[config.mk]
export PLATFORM = sky130hd
export DESIGN_NAME = ntm_values_vector_adder_responder
export DESIGN_NICKNAME = d
export VERILOG_FILES = /design/src/rtl/ntm_values_vector_adder_responder.sv
export SDC_FILE = /design/constraint.sdc
export NUM_CORES = 1
export LEC_CHECK = 0
export BUFFER_PORTS_ARGS = -buffer_cell sky130_fd_sc_hd__buf_2
export CAP_MARGIN = 5
export CORE_UTILIZATION = 35
export CTS_BUF_LIST = sky130_fd_sc_hd__clkbuf_16
export DETAILED_ROUTE_END_ITERATION = 6
export PLACE_DENSITY_LB_ADDON = 0.3
export RECOVER_POWER = 50
export SLEW_MARGIN = 5
export SYNTH_ARGS = -nofsm -noshare
export SYNTH_HDL_FRONTEND = slang
export SYNTH_SLANG_ARGS = --single-unit
export TNS_END_PERCENT = 1
[constraint.sdc]
create_clock -name clk -period 4.3 [get_ports clk]
set_input_delay 0.86 -clock clk [delete_from_list [all_inputs] [get_ports clk]]
set_output_delay 0.86 -clock clk [all_outputs]
set_load 0.02 [all_outputs]
[src/rtl/ntm_values_vector_adder_responder.sv]
// Responder end of the values-vector adder: accepts operand pairs under a
// valid/ready handshake and returns element-wise unsigned sums through an output FIFO.
module ntm_values_vector_adder_responder #(
  parameter int DATA_SIZE  = 8,
  parameter int SIZE_I     = 4,
  parameter int FIFO_DEPTH = 4
) (
  input  logic                    clk,
  input  logic                    rst,
  input  logic                    start,
  input  logic [DATA_SIZE-1:0]    ip1,
  input  logic [DATA_SIZE-1:0]    ip2,
  input  logic                    ip_valid,
  output logic                    ip_ready,
  output logic [DATA_SIZE:0]      out,
  output logic                    out_valid,
  input  logic                    out_ready,
  output logic [$clog2(SIZE_I):0] out_index,
  output logic                    out_last,
  output logic                    busy,
  output logic                    done
);

  localparam int SW = DATA_SIZE + 1;
  localparam int IW = $clog2(SIZE_I) + 1;
  localparam int PW = (FIFO_DEPTH > 1) ? $clog2(FIFO_DEPTH) : 1;
  localparam int CW = PW + 1;
  localparam int EW = 1 + IW + SW;
  localparam logic [IW-1:0] LAST_IDX = IW'(SIZE_I - 1);
  localparam logic [CW-1:0] DEPTH_C  = CW'(FIFO_DEPTH);

  typedef enum logic [1:0] {
    S_IDLE  = 2'd0,
    S_RUN   = 2'd1,
    S_DRAIN = 2'd2,
    S_DONE  = 2'd3
  } state_t;

  state_t        state_r;
  state_t        state_nxt_s;
  logic [EW-1:0] mem_r [FIFO_DEPTH];
  logic [PW-1:0] wr_ptr_r;
  logic [PW-1:0] rd_ptr_r;
  logic [PW-1:0] rd_ptr_p1_s;
  logic [CW-1:0] count_r;
  logic [CW-1:0] count_nxt_s;
  logic [IW-1:0] elem_cnt_r;
  logic [SW-1:0] sum_s;
  logic [EW-1:0] entry_s;
  logic [EW-1:0] head_r;
  logic [EW-1:0] head_nxt_s;
  logic          push_s;
  logic          pop_s;
  logic          ip_ready_r;
  logic          out_valid_r;
  logic          busy_r;
  logic          done_r;
  logic          ip_ready_nxt_s;
  logic          out_valid_nxt_s;
  logic          busy_nxt_s;
  logic          done_nxt_s;

  assign push_s      = ip_valid & ip_ready_r;
  assign pop_s       = out_valid_r & out_ready;
  assign rd_ptr_p1_s = rd_ptr_r + PW'(1);

  // Sum is one bit wider than the operands so the carry is never lost.
  always_comb begin
    sum_s   = {1'b0, ip1} + {1'b0, ip2};
    entry_s = {(elem_cnt_r == LAST_IDX), elem_cnt_r, sum_s};
  end

  // Occupancy after this cycle's push/pop; push+pop together leaves it unchanged.
  always_comb begin
    count_nxt_s = count_r;
    case ({push_s, pop_s})
      2'b10:   count_nxt_s = count_r + CW'(1);
      2'b01:   count_nxt_s = count_r - CW'(1);
      default: count_nxt_s = count_r;
    endcase
  end

  // Next registered FIFO head: a new entry lands directly when the FIFO is (or becomes) empty.
  always_comb begin
    head_nxt_s = head_r;
    if (push_s && ((count_r == {CW{1'b0}}) || ((count_r == CW'(1)) && pop_s))) begin
      head_nxt_s = entry_s;
    end else if (pop_s && (count_r > CW'(1))) begin
      head_nxt_s = mem_r[rd_ptr_p1_s];
    end else if (pop_s) begin
      head_nxt_s = {EW{1'b0}};
    end else begin
      head_nxt_s = head_r;
    end
  end

  // FSM next-state logic; start only matters in IDLE.
  always_comb begin
    state_nxt_s = state_r;
    case (state_r)
      S_IDLE: begin
        if (start) state_nxt_s = S_RUN;
        else       state_nxt_s = S_IDLE;
      end
      S_RUN: begin
        if (push_s && (elem_cnt_r == LAST_IDX)) state_nxt_s = S_DRAIN;
        else                                    state_nxt_s = S_RUN;
      end
      S_DRAIN: begin
        if (count_r == {CW{1'b0}}) state_nxt_s = S_DONE;
        else                       state_nxt_s = S_DRAIN;
      end
      S_DONE:  state_nxt_s = S_IDLE;
      default: state_nxt_s = S_IDLE;
    endcase
  end

  // FSM output logic, evaluated on next-state values so the outputs can be registered.
  always_comb begin
    ip_ready_nxt_s  = (state_nxt_s == S_RUN) && (count_nxt_s < DEPTH_C);
    out_valid_nxt_s = (count_nxt_s != {CW{1'b0}});
    busy_nxt_s      = (state_nxt_s != S_IDLE);
    done_nxt_s      = (state_nxt_s == S_DONE);
  end

  // FSM state register.
  always_ff @(posedge clk) begin
    if (!rst) state_r <= S_IDLE;
    else      state_r <= state_nxt_s;
  end

  // Element counter: cleared when a vector starts, bumped on every accepted pair.
  always_ff @(posedge clk) begin
    if (!rst) begin
      elem_cnt_r <= {IW{1'b0}};
    end else if ((state_r == S_IDLE) && start) begin
      elem_cnt_r <= {IW{1'b0}};
    end else if (push_s) begin
      elem_cnt_r <= elem_cnt_r + IW'(1);
    end
  end

  // FIFO storage; contents need no reset because pointers and count gate every read.
  always_ff @(posedge clk) begin
    if (push_s) mem_r[wr_ptr_r] <= entry_s;
  end

  // FIFO pointers, occupancy and registered head.
  always_ff @(posedge clk) begin
    if (!rst) begin
      wr_ptr_r <= {PW{1'b0}};
      rd_ptr_r <= {PW{1'b0}};
      count_r  <= {CW{1'b0}};
      head_r   <= {EW{1'b0}};
    end else begin
      if (push_s) wr_ptr_r <= wr_ptr_r + PW'(1);
      if (pop_s)  rd_ptr_r <= rd_ptr_p1_s;
      count_r <= count_nxt_s;
      head_r  <= head_nxt_s;
    end
  end

  // Registered handshake and status outputs.
  always_ff @(posedge clk) begin
    if (!rst) begin
      ip_ready_r  <= 1'b0;
      out_valid_r <= 1'b0;
      busy_r      <= 1'b0;
      done_r      <= 1'b0;
    end else begin
      ip_ready_r  <= ip_ready_nxt_s;
      out_valid_r <= out_valid_nxt_s;
      busy_r      <= busy_nxt_s;
      done_r      <= done_nxt_s;
    end
  end

  assign ip_ready  = ip_ready_r;
  assign out_valid = out_valid_r;
  assign out       = head_r[SW-1:0];
  assign out_index = head_r[SW +: IW];
  assign out_last  = head_r[EW-1];
  assign busy      = busy_r;
  assign done      = done_r;

endmodule

==> results.md, run 1 <==
* Status: completed
* Root Buffer: clkbuf_16
* RSZ-0062 raised after global routing: no
* Die W at 104 um
* First-pass GRT wire length at 11.8 mm
* Hold path depth at 2
* Register area share after synthesis at 58.7%
* Slew @ Worst Pin at 972 ps
* Commonest cells after routing, fill and taps aside: 52 x edfxtp_1, 29 x dfxtp_1, 27 x buf_2
* Clock power share at 39.4%
* Cell internal pwr at 1340 uW
* Achievable Freq at 0.374 GHz
* Final Setup Violations at 0
* Rows at 36
* Remaining antenna violation count at 0
* Net switching power figure at 444 uW
* Total gr overflow at 0
* Die Y at 104 um
* Most common cell after layout, fill and taps aside: edfxtp_1
* Crit path capture type: register
* CTS Sinks at 81
* Total Wirelength at 7.25 mm
* Clk_skew at 4.87 ps
* TritonCTS clock tree: yes
* Final core utilization at 42.3%
* Vias at 2222
* Vias in the first global route at 2306
* CTS Buffer Depth at 2
* Core footprint at 0.00995 sq mm
* Max-cap violations at 0
* Synth cell types at 44
* Critical Path RT at 4560 ps
* Full die area at 0.0108 sq mm
* Largest net degree at the start of global routing at 26
* Cell Area, Synth at 0.00365 sq mm
* CP Class: in2reg
* Area Growth Syn to Fin at 15.3%
* Tot GR Track Use at 14.3%
* H-tree depth at 3
* Fin Setup TNS at 0 ps
* Worst ir drop on vdd at 0.000180 V
* DRC Markers at 0
* Synth Warn # at 0
* Pins Over Slew Limit at 0
* Seq pwr share at 49.9%
* Hpwl dp at 4.94 mm
* Post-cts sizing count at 0
* GPL Wtd Cong at 0.783
* Antenna diodes at 0
* CTS Buf Count at 9
* Pwr/cell area at 423 mW/mm^2
* Relative max-transition margin at 35.1%
* R2R cell count at 6
* Leak pwr at 0.00157 uW
* Final min period at 2670 ps
* Startpoint Class: input port
* CTS Hold Bufs at 0
* Fin crit share at 62.1%
* Syn_nets at 305
* IO buf count at 37
* Fill count at 911
* #FFs+latches synth at 81
* DR pass1 iterations at 4
* Clock latency on the worst-skew pair at 330 ps
* WP data arrival at 2930 ps
* Avg Vias per Cell at 5.07
* Initial antenna violation count at 0
* Path type of the worst min-delay path: reg2reg
* CP max FO at 16
* Clk pin slew, worst setup/hold paths at 60 ps
* Sw frac at 24.9%
* Io pins at 38
* Post-CTS Setup Repair Bufs at 0
* Mapped Cells at 262
* DR WL/cell at 16.6 um
* Final Hold Viols at 0
* Nets at 343
* Iteration-0 DRC Markers at 77
* Initial Util at 36.7%
* Post-Syn Area per Cell at 13.9 sq um
* Combinational share of power at 10.7%
* Share of cells above drive strength 1 at 21.0%
## worst max-delay path, stage by stage
cell      delay (ps)
buf_2            100
nand2_1          540
inv_1            230
a21oi_1          290
or3_1            540
o221ai_1         220
a21oi_1          150
## sequential cells by signal, summed over array words and instances, names as in the netlist
name        cells
wr_ptr_r        2
busy            1
rd_ptr_r        2
head_r         13
done            1
elem_cnt_r      3
count_r         3
out_valid       1
mem_r          52
ip_ready        1
state_r         2
## cell type report
cell class	count	area, sq um	share of cell area, %
Clock inverter	7	53.8	1.28
Clock buffer	9	225	5.35
Sequential cell	81	2140	50.9
Tap cell	133	166	3.95
Timing Repair Buffer	38	180	4.28
Inverter	11	41.3	0.981
Multi-Input combinational cell	159	1400	33.3
## cell usage after synthesis (all sizes together)
cell | instances | share of area, %
o211a | 1 | 0.27
a21o | 5 | 1.0
o21ai | 5 | 0.69
nand2 | 14 | 1.6
nor3 | 3 | 0.41
a221oi | 10 | 3.3
mux4 | 13 | 8.0
o21a | 1 | 0.21
a311oi | 2 | 0.65
fa | 1 | 0.55
and3 | 6 | 1.0
a21oi | 12 | 1.6
clkbuf | 3 | 0.31
inv | 11 | 1.1
and2 | 7 | 1.2
buf | 8 | 1.5
mux2i | 2 | 0.55
a31oi | 2 | 0.34
nand3 | 2 | 0.27
a32oi | 2 | 0.48
nor2b | 1 | 0.17
nand2b | 2 | 0.34
nor2 | 16 | 1.6
or3 | 1 | 0.17
xnor2 | 8 | 1.9
o221ai | 3 | 0.72
nand4b | 1 | 0.24
xor2 | 2 | 0.48
ha | 21 | 7.2
dfxtp | 29 | 16
or2 | 1 | 0.17
a21boi | 4 | 0.82
nor3b | 8 | 1.6
o21bai | 1 | 0.21
a221o | 1 | 0.27
a211oi | 1 | 0.21
edfxtp | 52 | 43
## metal layers
layer | routed length [um] | GRT usage, % | vias up
met2 | 3730 | 24.8 | 29
met3 | 219 | 2.51 | 9
li1 | - | - | 1077
met5 | 0 | 0 | -
met1 | 3210 | 17.6 | 1107
met4 | 93 | 5.51 | 0
## metrics by stage
stage	cells	worst slack, ps	instance area (sq um)	power, uW	hold WS, ps
5_1_grt	438	1420	4210	1850	549
3_3_place_gp	422	1570	3950	1100	488
2_1_floorplan	262	1820	3650	1040	476
6_report	438	1630	4210	1780	515
3_5_place_dp	422	1530	3950	1100	508
4_1_cts	438	1880	4230	1800	517
## worst paths after layout
| check | slack (ps) | endpoint | startpoint |
|---|---|---|---|
| max | 1630 | head_r[3] | out_ready |
| min | 520 | wr_ptr_r[1] | wr_ptr_r[1] |
| max reg2reg | 1930 | head_r[7] | out_valid |
| min reg2reg | 520 | wr_ptr_r[1] | wr_ptr_r[1] |
## power by group through the flow
stage	clock (uW)	sequential, uW	combinational (uW)
after floorplan	0	913	123
after CTS	718	890	195
after global placement	0	906	190
after detailed placement	0	907	194
final	703	889	190
after global routing	747	893	211
## logic make-up (layout without fill, tap and decap cells)
kind of cell | Yosys count | after routing | share of synthesized area [%]
flip-flops | 81 | 81 | 58.7
AND/OR/NAND/NOR | 62 | 62 | 8.88
AO/OA/AOI/OAI | 50 | 50 | 10.8
adder cells (fa/ha/maj) | 22 | 22 | 7.74
buffers and inverters | 22 | 65 | 2.95
multiplexers | 15 | 15 | 8.57
XOR/XNOR | 10 | 10 | 2.40
(Power assumes the default switching activity.)
==> inputs of run 2 (changes only) <==
clock period = 2.5 ns   (was 4.3 ns; I/O delays follow)
==> run 2 against run 1 <==
  * Wire length up 2.0%
  * Critical path type unchanged
  * Highest routed layer unchanged
  * Cell area increased by 1.4%
  * Sequential share of layout area shrank 0.69 points
  * Global-route usage hardly changed
==> results.md, run 2 (synthesis results as in run 1) <==
* Total gr overflow at 0 (unchanged)
* Io pins at 38 (unchanged)
* GPL Wtd Cong at 0.741 (-5.4%)
* H-tree depth at 3 (unchanged)
* CP max FO at 5 (-11)
* DR pass1 iterations at 4 (unchanged)
* CTS Buf Count at 9 (unchanged)
* Avg Vias per Cell at 5.04 (-0.60%)
* Placed inst area at 0.00401 sq mm (+1.5%)
* Max-cap violations at 0 (unchanged)
* Final Setup Violations at 0 (unchanged)
* Worst Setup EP: head_r[8]
* DRC Markers at 0 (unchanged)
* Root Buffer: clkbuf_16
* Fill count at 923 (+1.3%)
* Setup crit start: ip1[0]
* Rows at 36 (unchanged)
* RSZ-0062 raised after global routing: no
* Post-place setup slack at 93.1 ps (-1440 ps)
* Core footprint at 0.00995 sq mm (unchanged)
* Final setup margin at 422 ps (-1210 ps)
* R2r startpoint: count_r[0]
* Startpoint Class: input port
* Nets at 351 (+2.3%)
* Die Y at 104 um (unchanged)
* Hpwl dp at 4.91 mm (-0.61%)
* Clk_skew at 4.51 ps (-0.361 ps)
* TritonCTS clock tree: yes
* Reg with most FFs: mem_r
* DR WL/cell at 16.6 um (+0.13%)
* Pwr/cell area at 733 mW/mm^2 (+73%)
* Post-CTS Setup Repair Bufs at 0 (unchanged)
* Final min period at 2080 ps
* Initial antenna violation count at 0 (unchanged)
* Fin crit share at 83.1%
* Area Growth Syn to Fin at 16.9%
* R2R setup slack at 500 ps (-1430 ps)
* Vias at 2249 (+1.2%)
* R2R cell count at 6 (unchanged)
* Tot GR Track Use at 14.3% (+0.029 points)
* Iteration-0 DRC Markers at 56 (-27%)
* Clk pin slew, worst setup/hold paths at 60 ps (about the same)
* Final hold slack at 513 ps (-1.79 ps)
* First-pass GRT wire length at 11.7 mm (-1.2%)
* Total Wirelength at 7.39 mm (+2.0%)
* Antenna diodes at 0 (unchanged)
* Cell area after layout at 0.00427 sq mm (+1.4%)
* Achievable Freq at 0.481 GHz
* Leak pwr at 0.00160 uW (+2.3%)
* Min-delay src: wr_ptr_r[1]
* CTS Sinks at 81 (unchanged)
* Final Hold Viols at 0 (unchanged)
* Worst ir drop on vdd at 0.000340 V (+89%)
* Largest net degree at the start of global routing at 26 (unchanged)
* Clock latency on the worst-skew pair at 330 ps (about the same)
* Fin Setup TNS at 0 ps (unchanged)
* CTS Hold Bufs at 0 (unchanged)
* Worst r2r dst: head_r[6]
* Remaining antenna violation count at 0 (unchanged)
* Total chip power at 3130 uW (+76%)
* Path type of the worst min-delay path: reg2reg
* Pins Over Slew Limit at 0 (unchanged)
* WP data arrival at 2290 ps (-640 ps)
* Crit path capture type: register
* Slew @ Worst Pin at 913 ps (-59.1 ps)
* Share of cells above drive strength 1 at 22.4% (+1.4 points)
* Initial Util at 36.7% (unchanged)
* IO buf count at 37 (unchanged)
* Full die area at 0.0108 sq mm (unchanged)
* Post-cts sizing count at 0 (unchanged)
* CP Class: in2reg
* Most common cell after layout, fill and taps aside: edfxtp_1
* Commonest cells after routing, fill and taps aside: 52 x edfxtp_1, 29 x dfxtp_1, 28 x buf_2
* Status: completed
* Relative max-transition margin at 39.1% (+4.0 points)
* CTS Buffer Depth at 2 (unchanged)
* Die W at 104 um (unchanged)
* Vias in the first global route at 2188 (-5.1%)
* Largest regs: mem_r x52, head_r x13
* Critical Path RT at 2710 ps (-1850 ps)
* Max reg flops at 52 (unchanged)
-- run 2: how the worst min path moves through the flow --
stage	endpoint	cells after the start	slack, ps
floorplan	wr_ptr_r[1]	2	480
global placement	wr_ptr_r[1]	2	490
detailed placement	wr_ptr_r[1]	2	510
CTS	wr_ptr_r[1]	2	520
global route	wr_ptr_r[1]	2	550
finish	wr_ptr_r[1]	2	510
-- run 2: report_power, final --
part | switching, uW | leakage (uW) | internal (uW)
combinational | 203 | 0.000749 | 132
clock | 504 | 0.000140 | 762
sequential | 33.0 | 0.000715 | 1490
total | 740 | 0.00160 | 2390
-- run 2: area by class of cell --
type / instances / area, sq um / share of cell area [%]
Inverter: 11 / 41.3 / 0.967
Clock inverter: 7 / 62.6 / 1.47
Tap cell: 133 / 166 / 3.90
Timing Repair Buffer: 46 / 226 / 5.31
Clock buffer: 9 / 225 / 5.28
Multi-Input combinational cell: 159 / 1400 / 32.9
Sequential cell: 81 / 2140 / 50.2
-- run 2: critical path, stage by stage --
cell,delay (ps)
buf_2,100
ha_1,220
fa_1,410
a21o_1,190
a221oi_1,360
o21ai_0,290
nor2_1,160
nor3b_1,70
-- run 2: per-layer routing --
metal | wire (um) | vias up | global-route usage (%)
li1 | - | 1084 | -
met1 | 3360 | 1123 | 17.8
met2 | 3690 | 33 | 24.4
met3 | 207 | 9 | 1.88
met4 | 133 | 0 | 7.04
met5 | 0 | - | 0
-- run 2: stage by stage --
| stage | util, % | cells |
|---|---|---|
| after floorplan | - | 262 |
| after global placement | 40.3 | 430 |
| after detailed placement | 40.3 | 430 |
| after CTS | 43.2 | 446 |
| after global routing | 42.9 | 446 |
| final | 42.9 | 446 |
==> inputs of run 3 (changes only) <==
ABC_AREA = 1   (was not set)
clock period = 1.7 ns   (was 2.5 ns; I/O delays follow)
==> run 3 against run 2 <==
  * Sequential power increased by 42%
  * Sequential share of layout area shrank 4.5 points
  * Register-to-register slack worse by 370 ps
  * Via count grew 31%
==> results.md, run 3 <==
* Status: completed
* #FFs+latches synth at 81 (unchanged)
* CTS Buf Count at 9 (unchanged)
* Final min period at 1570 ps
* R2R cell count at 8 (+2)
* Setup crit start: out_valid
* Cell depth of the worst setup path at 8 (unchanged)
* Antenna diodes at 0 (unchanged)
* Tot GR Track Use at 16.4% (+2.2 points)
* Post-Syn Area per Cell at 9.36 sq um (-33%)
* Register area share after synthesis at 55.4% (-3.3 points)
* Nets at 528 (+50%)
* Post-CTS Setup Repair Bufs at 0 (unchanged)
* CTS Sinks at 81 (unchanged)
* Remaining antenna violation count at 0 (unchanged)
* Worst Setup EP: ip_ready
* Root Buffer: clkbuf_16
* Commonest cells after routing, fill and taps aside: 138 x nand2_1, 52 x edfxtp_1, 38 x inv_1
* Top-area cell type share of the netlist area at 40.4% (-2.4 points)
* Pwr/cell area at 933 mW/mm^2 (+27%)
* Path type of the worst min-delay path: in2reg
* Mapped Cells at 413 (+58%)
* R2R setup slack at 130 ps (-370 ps)
* IO buf count at 37 (unchanged)
* Slowest Stage Delay on Critical Path at 330 ps (-80 ps)
* CP Class: reg2reg
* Largest area contributor in the netlist: edfxtp_1
* First-pass GRT wire length at 14.1 mm (+21%)
* H-tree depth at 3 (unchanged)
* Hpwl dp at 6.14 mm (+25%)
* Startpoint Class: register
* DR WL/cell at 13.6 um (-18%)
* CP max FO at 5 (unchanged)
* Share of cells above drive strength 1 at 18.2% (-4.2 points)
* Rows at 38 (+5.6%)
* Total gr overflow at 0 (unchanged)
* Clk pin slew, worst setup/hold paths at 60 ps (about the same)
* Placed inst area at 0.00446 sq mm (+11%)
* Largest regs: mem_r x52, head_r x13
* Worst r2r dst: ip_ready
* Io pins at 38 (unchanged)
* RSZ-0062 raised after global routing: no
* Synth top area cells: edfxtp_1 40%, dfxtp_1 15%, nand2_1 13%
* Relative max-transition margin at 65.4% (+26 points)
* Largest net degree at the start of global routing at 15 (-42%)
* Fin crit share at 92.2%
* Fin Setup TNS at 0 ps (unchanged)
* Clk_skew at 5.42 ps (+0.910 ps)
* DRC Markers at 0 (unchanged)
* Cell area after layout at 0.00469 sq mm (+9.9%)
* Buffers plus inverters on the worst setup path at 2 (+1)
* Area Growth Syn to Fin at 21.3%
* Achievable Freq at 0.638 GHz
* Iteration-0 DRC Markers at 126 (+130%)
* Core footprint at 0.0108 sq mm (+8.4%)
* Synth Warn # at 0 (unchanged)
* Cell Area, Synth at 0.00387 sq mm (+5.9%)
* CP delay by family, top: compound AO/OA/AOI/OAI gates
* WP data arrival at 1840 ps (-450 ps)
* R2r startpoint: out_valid
* Crit path capture type: register
* Vias in the first global route at 2942 (+34%)
* Die Y at 107 um (+2.9%)
* Vias at 2938 (+31%)
* GPL Wtd Cong at 0.848 (+14%)
* Crit path cell chain: nand2_2 > inv_2 > ha_1 > inv_1 > o221ai_1 > o21ai_1 > nand2_1 > nor2_1
* CTS Buffer Depth at 2 (unchanged)
* Total Wirelength at 8.57 mm (+16%)
* TritonCTS clock tree: yes
* Die W at 107 um (+2.9%)
* Reg with most FFs: mem_r
* Synth cell types at 39 (-11%)
* Crit-path slowest cell: dfxtp_1
* Number of synthesized flops with an enable pin at 52 (unchanged)
* Critical Path RT at 1980 ps (-730 ps)
* Initial Util at 35.8% (-0.84 points)
* Final Setup Violations at 0 (unchanged)
* Worst ir drop on vdd at 0.000393 V (+16%)
* Final Hold Viols at 0 (unchanged)
* Pins Over Slew Limit at 0 (unchanged)
* Final hold slack at 331 ps (-183 ps)
* Async S/R FF share, synth at 0% (unchanged)
* DR pass1 iterations at 4 (unchanged)
* Synth cell count leaders: 138 x nand2_1, 52 x edfxtp_1, 36 x inv_1
* Most numerous cell in the Yosys netlist: nand2_1
* Initial antenna violation count at 0 (unchanged)
* Prevailing post-synth register cell: edfxtp_1
* Post-cts sizing count at 0 (unchanged)
* Most common cell after layout, fill and taps aside: nand2_1
* Full die area at 0.0115 sq mm (+5.8%)
* Leak pwr at 0.00199 uW (+24%)
* CTS Hold Bufs at 0 (unchanged)
* Slew @ Worst Pin at 519 ps (-395 ps)
* Clock latency on the worst-skew pair at 340 ps (about the same)
* Avg Vias per Cell at 4.66 (-7.5%)
* Max reg flops at 52 (unchanged)
* Max-cap violations at 0 (unchanged)
* Syn_nets at 456 (+50%)
run 3: kinds of logic (layout without fill, tap and decap cells):
kind of cell	Yosys count	after routing	synth area share (%)
and+or+nand+nor	196	196	21.6
buffers and inverters	53	130	5.69
DFF	81	81	55.4
AOI/OAI and AO/OA	59	59	9.54
adders and majority gates	22	22	7.31
xor gates and xnor gates	2	2	0.453
run 3: routing by layer:
layer	GRT usage (%)	vias up	part of all wire [%]
met5	0	-	0
met4	7.34	0	1.4
met3	3.40	10	4.6
met2	27.5	73	50
met1	20.5	1343	44
li1	-	1512	-
run 3: worst reg2reg max path, delay by kind of cell, from the launching register on:
| family | cells | cell delay (ps) |
|---|---|---|
| buf+inv | 2 | 250 |
| compound gates | 2 | 390 |
| fa+ha+maj | 1 | 280 |
| flops | 1 | 330 |
| simple gates | 3 | 240 |
run 3: area by class of cell:
| cell class | count | area [sq um] |
|---|---|---|
| Clock buffer | 9 | 225 |
| Timing Repair Buffer | 69 | 420 |
| Inverter | 45 | 174 |
| Fill cell | 1015 | 6100 |
| Multi-Input combinational cell | 279 | 1510 |
| Sequential cell | 81 | 2140 |
| Tap cell | 140 | 175 |
| Clock inverter | 7 | 47.5 |
run 3: through the flow:
stage                     power (uW)  instances  setup slack (ps)  util [%]
after global placement          2660        614              -136      41.3
after floorplan                 2500        413             -58.4         -
final                           4370        630               132      43.5
after CTS                       4440        630               113      43.8
after global routing            4560        630              8.29      43.5
after detailed placement        2680        614              -193      41.3
run 3: where the power goes:
| group | switching (uW) | leakage [uW] | internal [uW] |
|---|---|---|---|
| Combinational | 275 | 0.00113 | 167 |
| Clock | 764 | 0.000133 | 984 |
| Sequential | 20.0 | 0.000728 | 2160 |
run 3: how the worst min path moves through the flow:
stage                  end  cells past startpoint   startpoint  slack (ps)
6_report         head_r[8]                      3          rst         330
5_1_grt        rd_ptr_r[0]                      3          rst         350
4_1_cts          head_r[8]                      3          rst         320
3_5_place_dp   wr_ptr_r[1]                      2  wr_ptr_r[1]         530
3_3_place_gp   wr_ptr_r[1]                      2  wr_ptr_r[1]         510
2_1_floorplan   count_r[1]                      2   count_r[1]         490
